`src/rtl/fetch_sequencer.sv`:
```
// fetch_sequencer: control FSM for the program_counter / instruction_rom /
// branching fetch loop. It boots execution from PC 0, freezes the PC while
// data memory is busy, decodes branch opcodes into strobes for `branching`,
// detects HALT, aborts a stuck stall and counts retired instructions.
module fetch_sequencer #(
  parameter int D           = 12,  // PC width of the surrounding fetch loop
  parameter int STALL_LIMIT = 15   // max consecutive busy cycles (1..255)
) (
  input  logic        clock,
  input  logic        reset,
  input  logic        start,
  input  logic [8:0]  machine_code,
  input  logic        mem_busy,
  output logic        pc_reset,
  output logic        pc_hold,
  output logic        compare_enable,
  output logic        reljump_enable,
  output logic        absjump_enable,
  output logic        running,
  output logic        done,
  output logic        error,
  output logic [15:0] instr_count
);

  // Reject nonsensical parameterisations at elaboration time.
  if (D < 1 || STALL_LIMIT < 1 || STALL_LIMIT > 255) begin : g_bad_params
    $error("fetch_sequencer: D must be >= 1 and STALL_LIMIT in 1..255");
  end

  typedef enum logic [2:0] {
    S_IDLE,
    S_BOOT,
    S_RUN,
    S_STALL,
    S_HALT
  } state_t;

  state_t      state;
  state_t      state_next;
  logic [7:0]  stall_cnt;
  logic [7:0]  stall_cnt_next;
  logic [8:0]  stall_inc;
  logic        stall_abort;
  logic        is_halt;
  logic        is_branch;
  logic        active;
  logic        retire;
  logic        launch;

  // Opcode decode and the shared retire/launch qualifiers.
  assign is_halt   = (machine_code == 9'h1FF);
  assign is_branch = (machine_code[8:6] == 3'b110);
  assign active    = (state == S_RUN) || (state == S_STALL);
  // HALT beats a concurrent mem_busy, so a HALT word never retires.
  assign retire    = active && !mem_busy && !is_halt;
  assign launch    = ((state == S_IDLE) || (state == S_HALT)) && start;

  // Stall counter one step ahead; widened so the limit compare cannot wrap.
  assign stall_inc   = {1'b0, stall_cnt} + 9'd1;
  assign stall_abort = (state == S_STALL) && mem_busy && !is_halt &&
                       (stall_inc > 9'(STALL_LIMIT));

  // State register.
  // NOTE: sequential state uses non-blocking (<=) so every flop samples
  // pre-edge values; blocking here would create order-dependent races.
  always_ff @(posedge clock or negedge reset) begin
    if (!reset) state <= S_IDLE;
    else        state <= state_next;
  end

  // Next-state and next stall-count logic.
  always_comb begin
    // NOTE: defaults first so no path leaves a variable unassigned, which
    // would otherwise infer a latch.
    state_next     = state;
    stall_cnt_next = 8'd0;
    unique case (state)
      S_IDLE: if (start) state_next = S_BOOT;
      S_BOOT: state_next = S_RUN;
      S_RUN: begin
        if (is_halt) begin
          state_next = S_HALT;
        end else if (mem_busy) begin
          state_next     = S_STALL;
          stall_cnt_next = 8'd1;
        end
      end
      S_STALL: begin
        if (is_halt) begin
          state_next = S_HALT;
        end else if (mem_busy) begin
          if (stall_abort) state_next = S_HALT;
          else             stall_cnt_next = stall_inc[7:0];
        end else begin
          state_next = S_RUN;
        end
      end
      S_HALT: if (start) state_next = S_BOOT;
      default: state_next = S_IDLE;
    endcase
  end

  // Registered status: stall counter, done, sticky error, retire count.
  always_ff @(posedge clock or negedge reset) begin
    if (!reset) begin
      stall_cnt   <= 8'd0;
      done        <= 1'b0;
      error       <= 1'b0;
      instr_count <= 16'd0;
    end else begin
      stall_cnt <= stall_cnt_next;
      done      <= (state_next == S_HALT);
      if (launch) begin
        error       <= 1'b0;
        instr_count <= 16'd0;
      end else begin
        if (stall_abort) error <= 1'b1;
        if (retire && (instr_count != 16'hFFFF))
          instr_count <= instr_count + 16'd1;
      end
    end
  end

  // Mealy outputs: PC control and branch strobes, valid with machine_code.
  always_comb begin
    pc_reset       = (state == S_BOOT);
    pc_hold        = !retire;
    running        = active;
    compare_enable = 1'b0;
    reljump_enable = 1'b0;
    absjump_enable = 1'b0;
    if (retire && is_branch) begin
      compare_enable = machine_code[5];
      reljump_enable = machine_code[4];
      absjump_enable = !machine_code[4];
    end
  end

endmodule

```
`config.mk`:
```
export PLATFORM = sky130hd
export DESIGN_NAME = fetch_sequencer
export DESIGN_NICKNAME = d
export VERILOG_FILES = /design/src/rtl/fetch_sequencer.sv
export SDC_FILE = /design/constraint.sdc
export NUM_CORES = 1
export LEC_CHECK = 0
export ABC_AREA = 1
export CORE_MARGIN = 8
export CORE_UTILIZATION = 54
export CTS_CLUSTER_SIZE = 10
export DETAILED_ROUTE_END_ITERATION = 10
export HOLD_SLACK_MARGIN = 0.06
export PLACE_DENSITY = 0.93
export SETUP_SLACK_MARGIN = 0.4
export SKIP_CTS_REPAIR_TIMING = 1
export SYNTH_ARGS = -nofsm -noshare
export SYNTH_HDL_FRONTEND = slang
export SYNTH_SLANG_ARGS = --single-unit
export TNS_END_PERCENT = 1
```
`constraint.sdc`:
```
create_clock -name clock -period 2.75 [get_ports clock]
set_input_delay 0.4125 -clock clock [delete_from_list [all_inputs] [get_ports clock]]
set_output_delay 0.4125 -clock clock [all_outputs]
set_load 0.03 [all_outputs]
```
==> qor.yml, run 1 <==
outcome: "finished clean"
drtIter0Drc: 85
r2r_start: "instr_count[0]$_DFFE_PN0P_"
synth_cell_type_count: 25
port_buffers: 36
r2r_cells: 9
die_y_um: 71.5
netlist_instances: 226
max_cap_violations: 0
leakage_nw: 1.09
finalSetupTns_ns: 0
ys_warn_count: 0
grt_pass1_vias: 1441
cts_sinks: 29
synth_top_area_share_pct: 43.6
critPathArrivalTime_ns: 2.17
drv_slew: 0
synth-seq-area-share_pct: 43.6
synthTopCellsByArea: "dfrtp_1, nand2_1, nor2_1, nand3_1, inv_1"
reg2reg_to: "instr_count[12]$_DFFE_PN0P_"
tightestPinTransition_ns: 0.509
async_flop_share_pct: 100
holdWs_ns: 0.438
ios: 37
crit_path_top_delay_cell: "clkdlybuf4s50_1"
worstSetupPathType: "in2out"
synth-edff-count: 0
cts-htree-levels: 2
synth_top_area_cell: "dfrtp_1"
syn_to_final_growth_pct: 27.7
final_cell_mix: "nand2_1, clkdlybuf4s50_1, nor2_1, dfrtp_1, inv_1"
finalWirelength_mm: 4.01
hold_class: "in2async"
tritoncts: "yes"
drc_errors: 0
cp.required_ns: 2.34
cp_top_family: "buffers and inverters"
ff2ff_setup_slack_ns: 0.83
rows: 20
ctsRootBufferMaster: "clkbuf_4"
clk_latency_ns: 0.34
crit_fanout: 5
hold_viol: 0
crit_path_cell_trace: "clkdlybuf4s50_1 -> nand2_1 -> nor2_1 -> nand3_2 -> nand2_1 -> inv_1 -> nand2_2 -> clkdlybuf4s50_1"
critPathLaunchType: "input pin"
synth_top_flop_cell: "dfrtp_1"
setup.worst_path.end_class: "output pin"
powerDensity_nw_per_um2: 642
final_util_pct: 70.8
hpwl_mm: 3.03
period_share_pct: 93.8
drive_gt1_share_pct: 4.81
viasPerCell: 5.19
cts_buffers: 5
grt_pass1_wl_mm: 6.60
grt_overflow: 0
die_area_um2: 5120
rsz0062_at_grt: "yes"
fp.dieW_um: 71.5
synth_seq_cells: 29
path_buf_inv: 3
timing.fmax_mhz: 388
core_area_um2: 3000
dr.pass1.iters: 4
slowest_delay_ns: 0.68
ant_nets: 0
mostFrequentLayoutCell: "nand2_1"
grtUsageTotal_pct: 16.5
grt_max_degree: 30
clk_path_buf_depth: 2
slew_headroom_pct: 66.1
gp_congestion: 0.867
diodes: 0
design_area_um2: 2130
layout_min_cycle_time_ns: 2.58
vias: 1573
setup_violations: 0
start_util_pct: 55.5
skew_ns: 0.00433
place_area_um2: 2060
avgSynthCellArea_um2: 7.37
synth_area_um2: 1670
ir_drop_mv: 0.407
path_clk_slew_ns: 0.09
wl_per_cell_um: 13.2
antenna_found_initial: 0
nets: 286
==> Yosys cell counts, types with 3 or more instances <==
cell type,n
nand2_1,72
nor2_1,32
dfrtp_1,29
inv_1,24
nand3_1,21
a21oi_1,5
nand4_1,5
o21ai_0,5
xor2_1,5
nand3b_1,4
xnor2_1,4
ha_1,3
nor3_1,3
==> cell type report <==
cell class                      count  area [um^2]
Clock buffer                        7         55.1
Fill cell                         242          876
Inverter                           25         93.8
Multi-Input combinational cell    172          836
Sequential cell                    29          726
Tap cell                           33         41.3
Timing Repair Buffer               37          375
==> kinds of logic (layout without fill, tap and decap cells) <==
family | count (synthesis) | after routing | share of synthesized area (%)
flip-flops | 29 | 29 | 43.6
AND/OR/NAND/NOR | 144 | 144 | 38.5
adder cells (fa/ha/maj) | 3 | 3 | 2.25
other | 1 | 4 | 0.225
AO/OA/AOI/OAI | 12 | 12 | 3.83
buffers and inverters | 28 | 69 | 6.91
XOR/XNOR | 9 | 9 | 4.73
==> metrics by stage <==
step	std cells	total power [mW]	setup WS [ns]
3_5_place_dp	296	1.11	0.125
2_1_floorplan	229	0.910	0.865
6_report	303	1.37	0.171
5_1_grt	303	1.45	0.0634
3_3_place_gp	296	1.09	0.228
4_1_cts	303	1.38	0.126
==> state kept, by name, indices dropped and copies added (netlist names) <==
signal,cells
state,3
stall_cnt,8
error,1
done,1
instr_count,16
==> report_power, final <==
part           leakage (nW)  total (mW)  switching, mW  internal [mW]
clock                0.0314       0.265          0.145          0.120
combinational         0.677       0.544          0.351          0.193
sequential            0.385       0.556         0.0711          0.485
==> layer usage <==
| metal | vias to the layer above | track usage, % | wire length [um] |
|---|---|---|---|
| li1 | 793 | - | - |
| met1 | 733 | 19.0 | 1720 |
| met2 | 41 | 27.7 | 2010 |
| met3 | 6 | 5.72 | 219 |
| met4 | 0 | 6.12 | 62 |
| met5 | - | 0 | 0 |
==> how the worst max path moves through the flow <==
stage	startpoint	to	slack (ns)	depth (start not counted)
global placement	machine_code[4]	compare_enable	0.23	9
floorplan	state[2]$_DFF_PN0_	absjump_enable	0.86	5
global route	machine_code[4]	pc_hold	0.06	8
finish	machine_code[4]	pc_hold	0.17	8
CTS	machine_code[4]	absjump_enable	0.13	9
detailed placement	machine_code[4]	absjump_enable	0.12	9
==> worst reg2reg max path: stages (launching register included) <==
cell     delay, ns
dfrtp_1       0.46
ha_1          0.26
nand3_1       0.11
inv_1         0.06
nand2_1       0.13
nor3_4        0.06
nor2_4        0.39
nor2_4        0.16
nand2_1       0.10
o21ai_0       0.07
Power figures use the tool's default switching activity.
==> run 2: changes to the inputs <==
- CORE_UTILIZATION: 54 -> 25
- PLACE_DENSITY: 0.93 -> 0.53
==> run 2 against run 1 <==
  * Fmax about the same
  * Combinational power rose by 0.7%
  * Clock power increased by 32%
  * Largest cell class unchanged
  * Register-to-register slack lost 0.02 ns
  * Via count is 3.1% lower
==> qor.yml, run 2 (synthesis gave the netlist of run 1 again) <==
rsz0062_at_grt: "yes"
critPathArrivalTime_ns: 2.17
reg.largest.list: "instr_count (16), stall_cnt (8), state (3)"
p_int_mw: 0.877
final_cell_mix: "nand2_1, clkdlybuf4s50_1, nor2_1, dfrtp_1, inv_1"
drive_gt1_share_pct: 4.81
diodes: 0
largest_register_ffs: 16
place_area_um2: 2120
grt_pass1_vias: 1489
dp_slack_ns: 0.135
tritoncts: "yes"
gp_congestion: 0.791
die_y_um: 97.6
fin_ws_ns: 0.169
drc_errors: 0
powerDensity_nw_per_um2: 658
ant_nets: 0
viasPerCell: 4.39
mostFrequentLayoutCell: "nand2_1"
cp-startpoint: "machine_code[4]"
p_clk_share_pct: 24.0
clk_path_buf_depth: 2
cts-htree-levels: 2
path_buf_inv: 3
critPathLaunchType: "input pin"
grt_max_degree: 30
slowest_delay_ns: 0.69
final_cells: 347
wl_per_cell_um: 12.6
cts_buffers: 5
finalWirelength_mm: 4.39
cp.required_ns: 2.34
die_area_um2: 9530
core_area_um2: 6390
path_clk_slew_ns: 0.06
crit_fanout: 5
clk_latency_ns: 0.28
grtUsageTotal_pct: 9.30
tightestPinTransition_ns: 0.559
power_switching_mw: 0.577
skew_ns: 0.00824
setup_violations: 0
leakage_nw: 1.07
fp.dieW_um: 97.6
hold_class: "in2async"
fill_cells: 680
design_area_um2: 2210
cts_sinks: 29
timing.fmax_mhz: 387
ios: 37
outcome: "finished clean"
slew_headroom_pct: 62.7
ir_drop_mv: 0.395
hold_viol: 0
period_share_pct: 93.9
drtIter0Drc: 84
drv_slew: 0
r2r_cells: 9
hpwl_mm: 3.23
r2r_start: "instr_count[0]$_DFFE_PN0P_"
vias: 1525
finalSetupTns_ns: 0
crit_path_cell_trace: "clkdlybuf4s50_1 -> nand2_1 -> nor2_1 -> nand3_2 -> nand2_1 -> inv_1 -> nand2_2 -> clkdlybuf4s50_1"
rows: 29
antenna_found_initial: 0
crit_cells: 8
ctsRootBufferMaster: "clkbuf_8"
dr.pass1.iters: 4
max_cap_violations: 0
syn_to_final_growth_pct: 32.6
power.share.sequential_pct: 38.2
crit_path_top_delay_cell: "clkdlybuf4s50_1"
placed_cells_incl_taps: 340
port_buffers: 36
worstSetupPathType: "in2out"
layout_min_cycle_time_ns: 2.58
nets: 286
grt_overflow: 0
top_register: "instr_count"
cp_top_family: "buffers and inverters"
start_util_pct: 26.1
p_comb_share_pct: 37.7
grt_pass1_wl_mm: 7.37
switching_share_pct: 39.7
setup.worst_path.end_class: "output pin"
## run 2: cell count changes in the layout (fill, tap and decap cells not counted)
cell             change
clkbuf_4             -5
clkbuf_8             +5
clkdlybuf4s50_1      +2
dlymetal6s2s_1       -2
## run 2: per-stage QoR
step | hold WS (ns) | util, % | power, mW
6_report | 0.520 | 34.6 | 1.45
5_1_grt | 0.555 | 34.6 | 1.55
4_1_cts | 0.528 | 34.5 | 1.48
3_5_place_dp | 0.531 | 33.2 | 1.12
3_3_place_gp | 0.531 | 33.2 | 1.11
2_1_floorplan | 0.117 | - | 0.910
## run 2: final timing paths
kind	endpoint	slack [ns]
max in group asynchronous	stall_cnt[7]$_DFF_PN0_	1.94
setup reg to reg	instr_count[12]$_DFFE_PN0P_	0.81
hold / removal	instr_count[13]$_DFFE_PN0P_	0.52
setup / recovery	pc_hold	0.17
hold reg to reg	error$_DFFE_PN0P_	0.54
min in group clock	error$_DFFE_PN0P_	0.54
## run 2: area by class of cell
class                   instances  area (um^2)  share of cell area [%]
repair buffers                 37          370                    16.8
inverters                      25         93.8                    4.25
well taps                      77         96.3                    4.36
flip-flops and latches         29          726                    32.9
clock buffers                   7         86.3                    3.91
multi-input cells             172          836                    37.8
## run 2: power by group through the flow
stage / registers [mW] / logic, mW / clock network, mW
floorplan: 0.615 / 0.295 / 0
global placement: 0.563 / 0.552 / 0
detailed placement: 0.563 / 0.554 / 0
CTS: 0.556 / 0.557 / 0.363
global route: 0.567 / 0.607 / 0.380
finish: 0.556 / 0.548 / 0.350
## run 2: metal layers
metal  part of all wire [%]  wire, um  vias to the layer above  track usage (%)
li1                       -         -                      801                -
met1                     46      2010                      696             10.8
met2                     49      2160                       24             15.8
met3                    3.8       168                        4             2.56
met4                    1.1        50                        0             3.50
met5                      0         0                        -                0
## run 2: worst reg2reg max path, delay by kind of cell, from the launching register on
kind            cells  cell delay (ns)
simple gates        6             0.99
compound gates      1             0.07
buf+inv             1             0.06
fa+ha+maj           1             0.26
flops               1             0.44
==> run 3: changes to the inputs <==
- SKIP_LAST_GASP: not set -> 1
==> results of run 3 <==
The final DEF is identical to that of run 2; final timing and power are the same.
